==> src/rtl/instr_fetch.sv <==
// -----------------------------------------------------------------------------
// instr_fetch
//
// Instruction fetch stage. Holds the fetch PC and issues word requests to
// instruction memory. Returned words are buffered in a small queue and
// presented to decode as {Instr, PC, PCPlus4}. A redirect from execute flushes
// the queue and marks every in-flight response for discard.
//
// Handshakes (both channels): a transfer happens on a rising clock edge where
// valid && ready. Once raised, valid and its payload stay stable until the
// transfer happens, unless a redirect or reset abandons it. ready may depend
// combinationally on valid. The memory response channel has no ready: every
// response is taken, and responses come back in request order.
//
// Ports:
//   clk, reset          rising-edge clock, synchronous active-high reset
//   imem_req_valid/ready/addr   memory request channel (word address)
//   imem_rsp_valid/data         in-order memory response
//   redirect, redirect_pc       flush and restart at redirect_pc (low bits cleared)
//   Instr, PC, PCPlus4          queue-head entry to decode
//   instr_valid/ready           decode handshake
// -----------------------------------------------------------------------------
module instr_fetch #(
  parameter logic [31:0] RESET_PC   = 32'h0000_0000,
  parameter int          FIFO_DEPTH = 2
) (
  input  logic        clk,
  input  logic        reset,
  output logic        imem_req_valid,
  input  logic        imem_req_ready,
  output logic [31:0] imem_req_addr,
  input  logic        imem_rsp_valid,
  input  logic [31:0] imem_rsp_data,
  input  logic        redirect,
  input  logic [31:0] redirect_pc,
  output logic [31:0] Instr,
  output logic [31:0] PC,
  output logic [31:0] PCPlus4,
  output logic        instr_valid,
  input  logic        instr_ready
);

  localparam int AW = (FIFO_DEPTH > 1) ? $clog2(FIFO_DEPTH) : 1;
  localparam int CW = $clog2(FIFO_DEPTH + 1);

  typedef logic [CW-1:0] cnt_t;

  localparam cnt_t          DEPTH_C = cnt_t'(FIFO_DEPTH);
  localparam logic [CW:0]   DEPTH_W = (CW + 1)'(FIFO_DEPTH);

  logic [31:0]   fetch_pc;
  logic [31:0]   rsp_pc;
  cnt_t          outstanding;
  cnt_t          drop_cnt;
  cnt_t          count;
  logic [AW-1:0] rd_ptr;
  logic [AW-1:0] wr_ptr;
  logic [31:0]   q_pc    [FIFO_DEPTH];
  logic [31:0]   q_instr [FIFO_DEPTH];

  logic          req_fire;
  logic          rsp_fire;
  logic          push;
  logic          pop;
  logic [CW:0]   committed;
  logic [31:0]   target;

  // committed = slots already spoken for: live (non-dropped) in-flight
  // responses plus words sitting in the queue. drop_cnt never exceeds
  // outstanding, so the subtraction cannot underflow.
  always_comb begin
    committed      = {1'b0, outstanding} - {1'b0, drop_cnt} + {1'b0, count};
    imem_req_valid = !reset && !redirect && (outstanding < DEPTH_C) &&
                     (committed < DEPTH_W);
    imem_req_addr  = fetch_pc;
    req_fire       = imem_req_valid && imem_req_ready;
    // A response with nothing outstanding is a protocol error and is ignored.
    rsp_fire       = imem_rsp_valid && (outstanding != '0);
    push           = rsp_fire && (drop_cnt == '0);
    instr_valid    = (count != '0);
    pop            = instr_valid && instr_ready;
    target         = redirect_pc & ~32'h3;
  end

  // Head entry is shown even when the queue is empty; its contents only have
  // meaning while instr_valid is high.
  always_comb begin
    Instr   = q_instr[rd_ptr];
    PC      = q_pc[rd_ptr];
    PCPlus4 = q_pc[rd_ptr] + 32'd4;
  end

  always_ff @(posedge clk) begin
    if (reset) begin
      fetch_pc    <= RESET_PC;
      rsp_pc      <= RESET_PC;
      outstanding <= '0;
      drop_cnt    <= '0;
      count       <= '0;
      rd_ptr      <= '0;
      wr_ptr      <= '0;
      for (int i = 0; i < FIFO_DEPTH; i++) begin
        q_pc[i]    <= RESET_PC;
        q_instr[i] <= '0;
      end
    end else if (redirect) begin
      // Everything still in flight belongs to the wrong path, except a
      // response landing this very cycle, which is consumed and discarded now.
      fetch_pc    <= target;
      rsp_pc      <= target;
      outstanding <= outstanding - cnt_t'(rsp_fire);
      drop_cnt    <= outstanding - cnt_t'(rsp_fire);
      count       <= '0;
      rd_ptr      <= '0;
      wr_ptr      <= '0;
    end else begin
      if (req_fire) begin
        fetch_pc <= fetch_pc + 32'd4;
      end
      outstanding <= outstanding + cnt_t'(req_fire) - cnt_t'(rsp_fire);
      if (rsp_fire && (drop_cnt != '0)) begin
        drop_cnt <= drop_cnt - cnt_t'(1);
      end
      if (push) begin
        q_pc[wr_ptr]    <= rsp_pc;
        q_instr[wr_ptr] <= imem_rsp_data;
        wr_ptr          <= wr_ptr + AW'(1);
        rsp_pc          <= rsp_pc + 32'd4;
      end
      if (pop) begin
        rd_ptr <= rd_ptr + AW'(1);
      end
      // Credit reserved a slot for every live response, so push into a
      // queue that is full before the pop cannot happen.
      count <= count + cnt_t'(push) - cnt_t'(pop);
    end
  end

endmodule

==> config.mk <==
export PLATFORM = sky130hd
export DESIGN_NAME = instr_fetch
export DESIGN_NICKNAME = d
export VERILOG_FILES = /design/src/rtl/instr_fetch.sv
export SDC_FILE = /design/constraint.sdc
export NUM_CORES = 1
export LEC_CHECK = 0
export ABC_AREA = 0
export CORE_ASPECT_RATIO = 1.25
export CORE_MARGIN = 2
export CORE_UTILIZATION = 48
export CTS_BUF_LIST = sky130_fd_sc_hd__clkbuf_8
export DETAILED_ROUTE_END_ITERATION = 12
export GPL_ROUTABILITY_DRIVEN = 0
export GPL_TIMING_DRIVEN = 0
export PLACE_DENSITY = 0.78
export SLEW_MARGIN = 15
export SYNTH_ARGS = -nofsm -noshare
export SYNTH_HDL_FRONTEND = slang
export SYNTH_SLANG_ARGS = --single-unit
==> constraint.sdc <==
create_clock -name clk -period 3.4 [get_ports clk]
set_input_delay 0.34 -clock clk [delete_from_list [all_inputs] [get_ports clk]]
set_output_delay 0.34 -clock clk [all_outputs]
set_load 0.02 [all_outputs]
==> impl_metrics.py <==
metrics = {
    "min_path": {
        "holdPathStages": 2,
        "hp-start": "rd_ptr$_SDFFE_PP0P_",
        "hold_path.class": "flip-flop to flip-flop",
    },
    "placed_design": {
        "port_buffers": 191,
        "dp_hpwl_um": 18100,
        "dp.cells": 1356,
        "place_ws_ns": -1.31,
    },
    "timing": {
        "worst_slack_ns": 0.143,
        "slew_headroom_pct": 50.6,
        "rsz0062_at_grt": "no",
        "period_needed_ns": 3.26,
        "slew_violations": 0,
        "fin_hold_ws_ns": 0.530,
        "tightest_slew_ns": 0.734,
        "hold_viol_final": 0,
        "timing.fmax_ghz": 0.307,
        "fin_skew_ns": 0.0194,
        "setup_viol": 0,
        "fin_tns_setup_ns": 0,
        "fin_crit_sh_pct": 95.8,
    },
    "setup_path": {
        "r2r_end": "imem_req_addr[31]$_SDFFE_PP0P_",
        "endpoint_kind": "output port",
        "worstSetupPathType": "flip-flop to output port",
        "rr_worst_depth": 9,
        "worstPathMaxFanout": 19,
        "worstPathRequired_ns": 3.06,
        "r2r_start": "drop_cnt[1]$_SDFFE_PP0P_",
        "critPathArrivalTime_ns": 2.92,
        "startpoint_type": "flip-flop",
        "reg2reg_slack_ns": 0.16,
    },
    "synth": {
        "yosys_warnings": 0,
        "synth.area.top_cells": "edfxtp_1 38%, dfxtp_1 14%, and2_1 8.5%",
        "yosys.area.top_type": "edfxtp_1",
        "postSynthAreaPerCell_um2": 11.0,
        "netlist_instances": 888,
        "synth_edf_count": 124,
        "synthFlopType": "edfxtp_1",
        "syn_area_mm2": 0.00981,
        "netlist.area_leader.share_pct": 38.0,
        "ys_seq_area_share_pct": 52.0,
        "ys_ff_latch": 193,
        "async_reset_ff_share_pct": 0,
        "ys_types": 56,
    },
    "cts": {
        "cts_tree": "done",
        "clk_latency_ns": 0.47,
        "cts_made_buffers": 17,
        "clk_pin_slew_ns": 0.09,
        "cts_sinks": 193,
        "ctsRootBufferMaster": "clkbuf_8",
        "h-tree-depth": 4,
        "cts.path.max_buffers": 2,
    },
    "drt": {
        "ant_nets": 0,
        "vias": 7362,
        "wl_per_cell_um": 17.4,
        "drt-initial-drc-count": 484,
        "dr.pass1.iters": 5,
        "drt-total-wl_um": 24200,
        "drc_errors": 0,
        "viasPerCell": 5.29,
    },
    "floorplan": {
        "boundaryPins": 200,
        "core_area_mm2": 0.0201,
        "initial_core_util_pct": 48.8,
        "dieHeight_um": 164,
        "row_count": 58,
        "die-area_mm2": 0.0216,
        "die_w_um": 132,
    },
    "power_and_ir_drop": {
        "internal_power_mw": 4.23,
        "switching_power_mw": 1.82,
        "p_comb_share_pct": 27.0,
        "p_leak_nw": 4.79,
        "max-vdd-ir-drop_mv": 0.274,
        "switching_share_pct": 30.0,
        "pwr-share-seq_pct": 46.4,
        "clock_power_share_pct": 26.7,
        "power_density_mw_per_mm2": 472,
    },
    "finish": {
        "syn_to_final_growth_pct": 30.8,
        "final_cell_count_no_fill": 1391,
        "n_fill_cell": 1639,
        "final_common_cell": "clkdlybuf4s50_1",
        "antenna_cells": 0,
        "seqCellArea_mm2": 0.00511,
        "mostFrequentLayoutCells": "166 x clkdlybuf4s50_1, 132 x and2_1, 124 x edfxtp_1",
        "final_nets": 1190,
        "multiInputGateArea_mm2": 0.00455,
        "utilization_pct": 63.8,
        "drive_gt1_share_pct": 13.6,
    },
    "job": {
        "maxCapViolCount": 0,
    },
    "run_status": {
        "status": "finished, final reports clean",
    },
    "global_route": {
        "grt_overflow": 0,
        "grt_pass1_vias": 7381,
        "grt_max_degree": 46,
        "grt_pass1_wl_um": 38500,
        "grtUsageTotal_pct": 22.8,
        "grt_antenna_before_repair": 0,
    },
}
## worst max-delay path, stage by stage, from the launching register on
cell	delay, ns
dfxtp_4	0.39
buf_8	0.15
buf_8	0.15
buf_8	0.15
buf_12	0.19
mux2_2	0.39
ha_4	0.17
nor2b_4	0.13
and2_1	0.19
nand2_1	0.08
xnor2_1	0.12
dlygate4sd2_1	0.35
## worst max-delay path by stage
stage | from | endpoint | depth (start not counted)
2_1_floorplan | flip-flop | PCPlus4[26] | 13
3_3_place_gp | flip-flop | PCPlus4[26] | 13
3_5_place_dp | flip-flop | PCPlus4[26] | 13
4_1_cts | flip-flop | PCPlus4[24] | 13
5_1_grt | flip-flop | PCPlus4[21] | 10
6_report | flip-flop | PCPlus4[8] | 11
## flip-flops by register name (all words and copies together) (netlist names), named ones only
register       count
q_pc              60
outstanding        2
imem_req_addr     30
drop_cnt           2
count              2
q_instr           64
rsp_pc            30
rd_ptr             1
wr_ptr             1
## layout make-up
type	instances	area share (%)
plain buffers	48	2.25
clock buffers	19	2.04
clock inverters	13	1.34
inverters	34	1.03
multi-input cells	616	35.5
flip-flops and latches	193	39.8
well taps	270	2.63
repair buffers	198	15.4
## cell usage after synthesis (2+ instances only)
cell type and count:
o21ai_0 7, and4_1 3, inv_1 32, nor4_1 6, nand2_1 49, nand3b_1 4, a211oi_1 9, clkbuf_1 34
or3_1 3, nand4_1 32, ha_1 10, buf_2 2, dfxtp_1 69, xnor2_1 47, buf_6 2, nand4b_1 6
o31a_1 10, nor3_1 22, nor2_1 28, and3_1 9, edfxtp_1 124, mux2_2 52, a21boi_0 33, nor2b_1 2
a221oi_1 2, nor3b_1 3, nand2b_1 2, buf_1 5, nand3_1 29, fa_1 2, a31oi_1 4, mux2i_1 11
o21a_1 25, buf_4 6, a21oi_1 16, or2_2 3, and2_1 133, xor2_1 34
## metrics by stage
stage	area, um2	total power, mW
floorplan	9890	3.75
global placement	12100	4.35
detailed placement	12200	4.39
CTS	12800	6.03
global route	12800	6.30
finish	12800	6.05
## metal layers
layer,global-route usage [%],up-vias,share of wire [%]
met5,0,-,0
met4,9.93,0,3.2
met3,3.98,37,5.2
met2,41.3,255,52
met1,26.4,3484,40
li1,-,3586,-
## cell families (layout without fill, tap and decap cells)
kind of cell	Yosys count	count (layout)	synth area share (%)
xor gates and xnor gates	81	81	7.23
buffers and inverters	84	312	3.84
adders and majority gates	12	12	1.68
other	1	6	0.0382
and+or+nand+nor	341	341	19.8
muxes	63	63	7.09
DFF	193	193	52.0
AOI/OAI and AO/OA	113	113	8.30
## power by group through the flow
stage                     Sequential (mW)  Clock [mW]  Combinational [mW]
after floorplan                      2.86           0               0.889
after global placement               2.85           0                1.50
after detailed placement             2.86           0                1.53
after CTS                            2.80        1.64                1.58
after global routing                 2.83        1.71                1.75
final                                2.81        1.61                1.63
## what timing repair did
item	4_1_cts	5_1_grt
buffers inserted	5	0
pin swaps	4	3
endpoints found under the setup margin	84	21
hold buffers	0	0
resized for setup	91	12
gates cloned	0	0
Note: power is estimated with default switching activity, not from simulation.
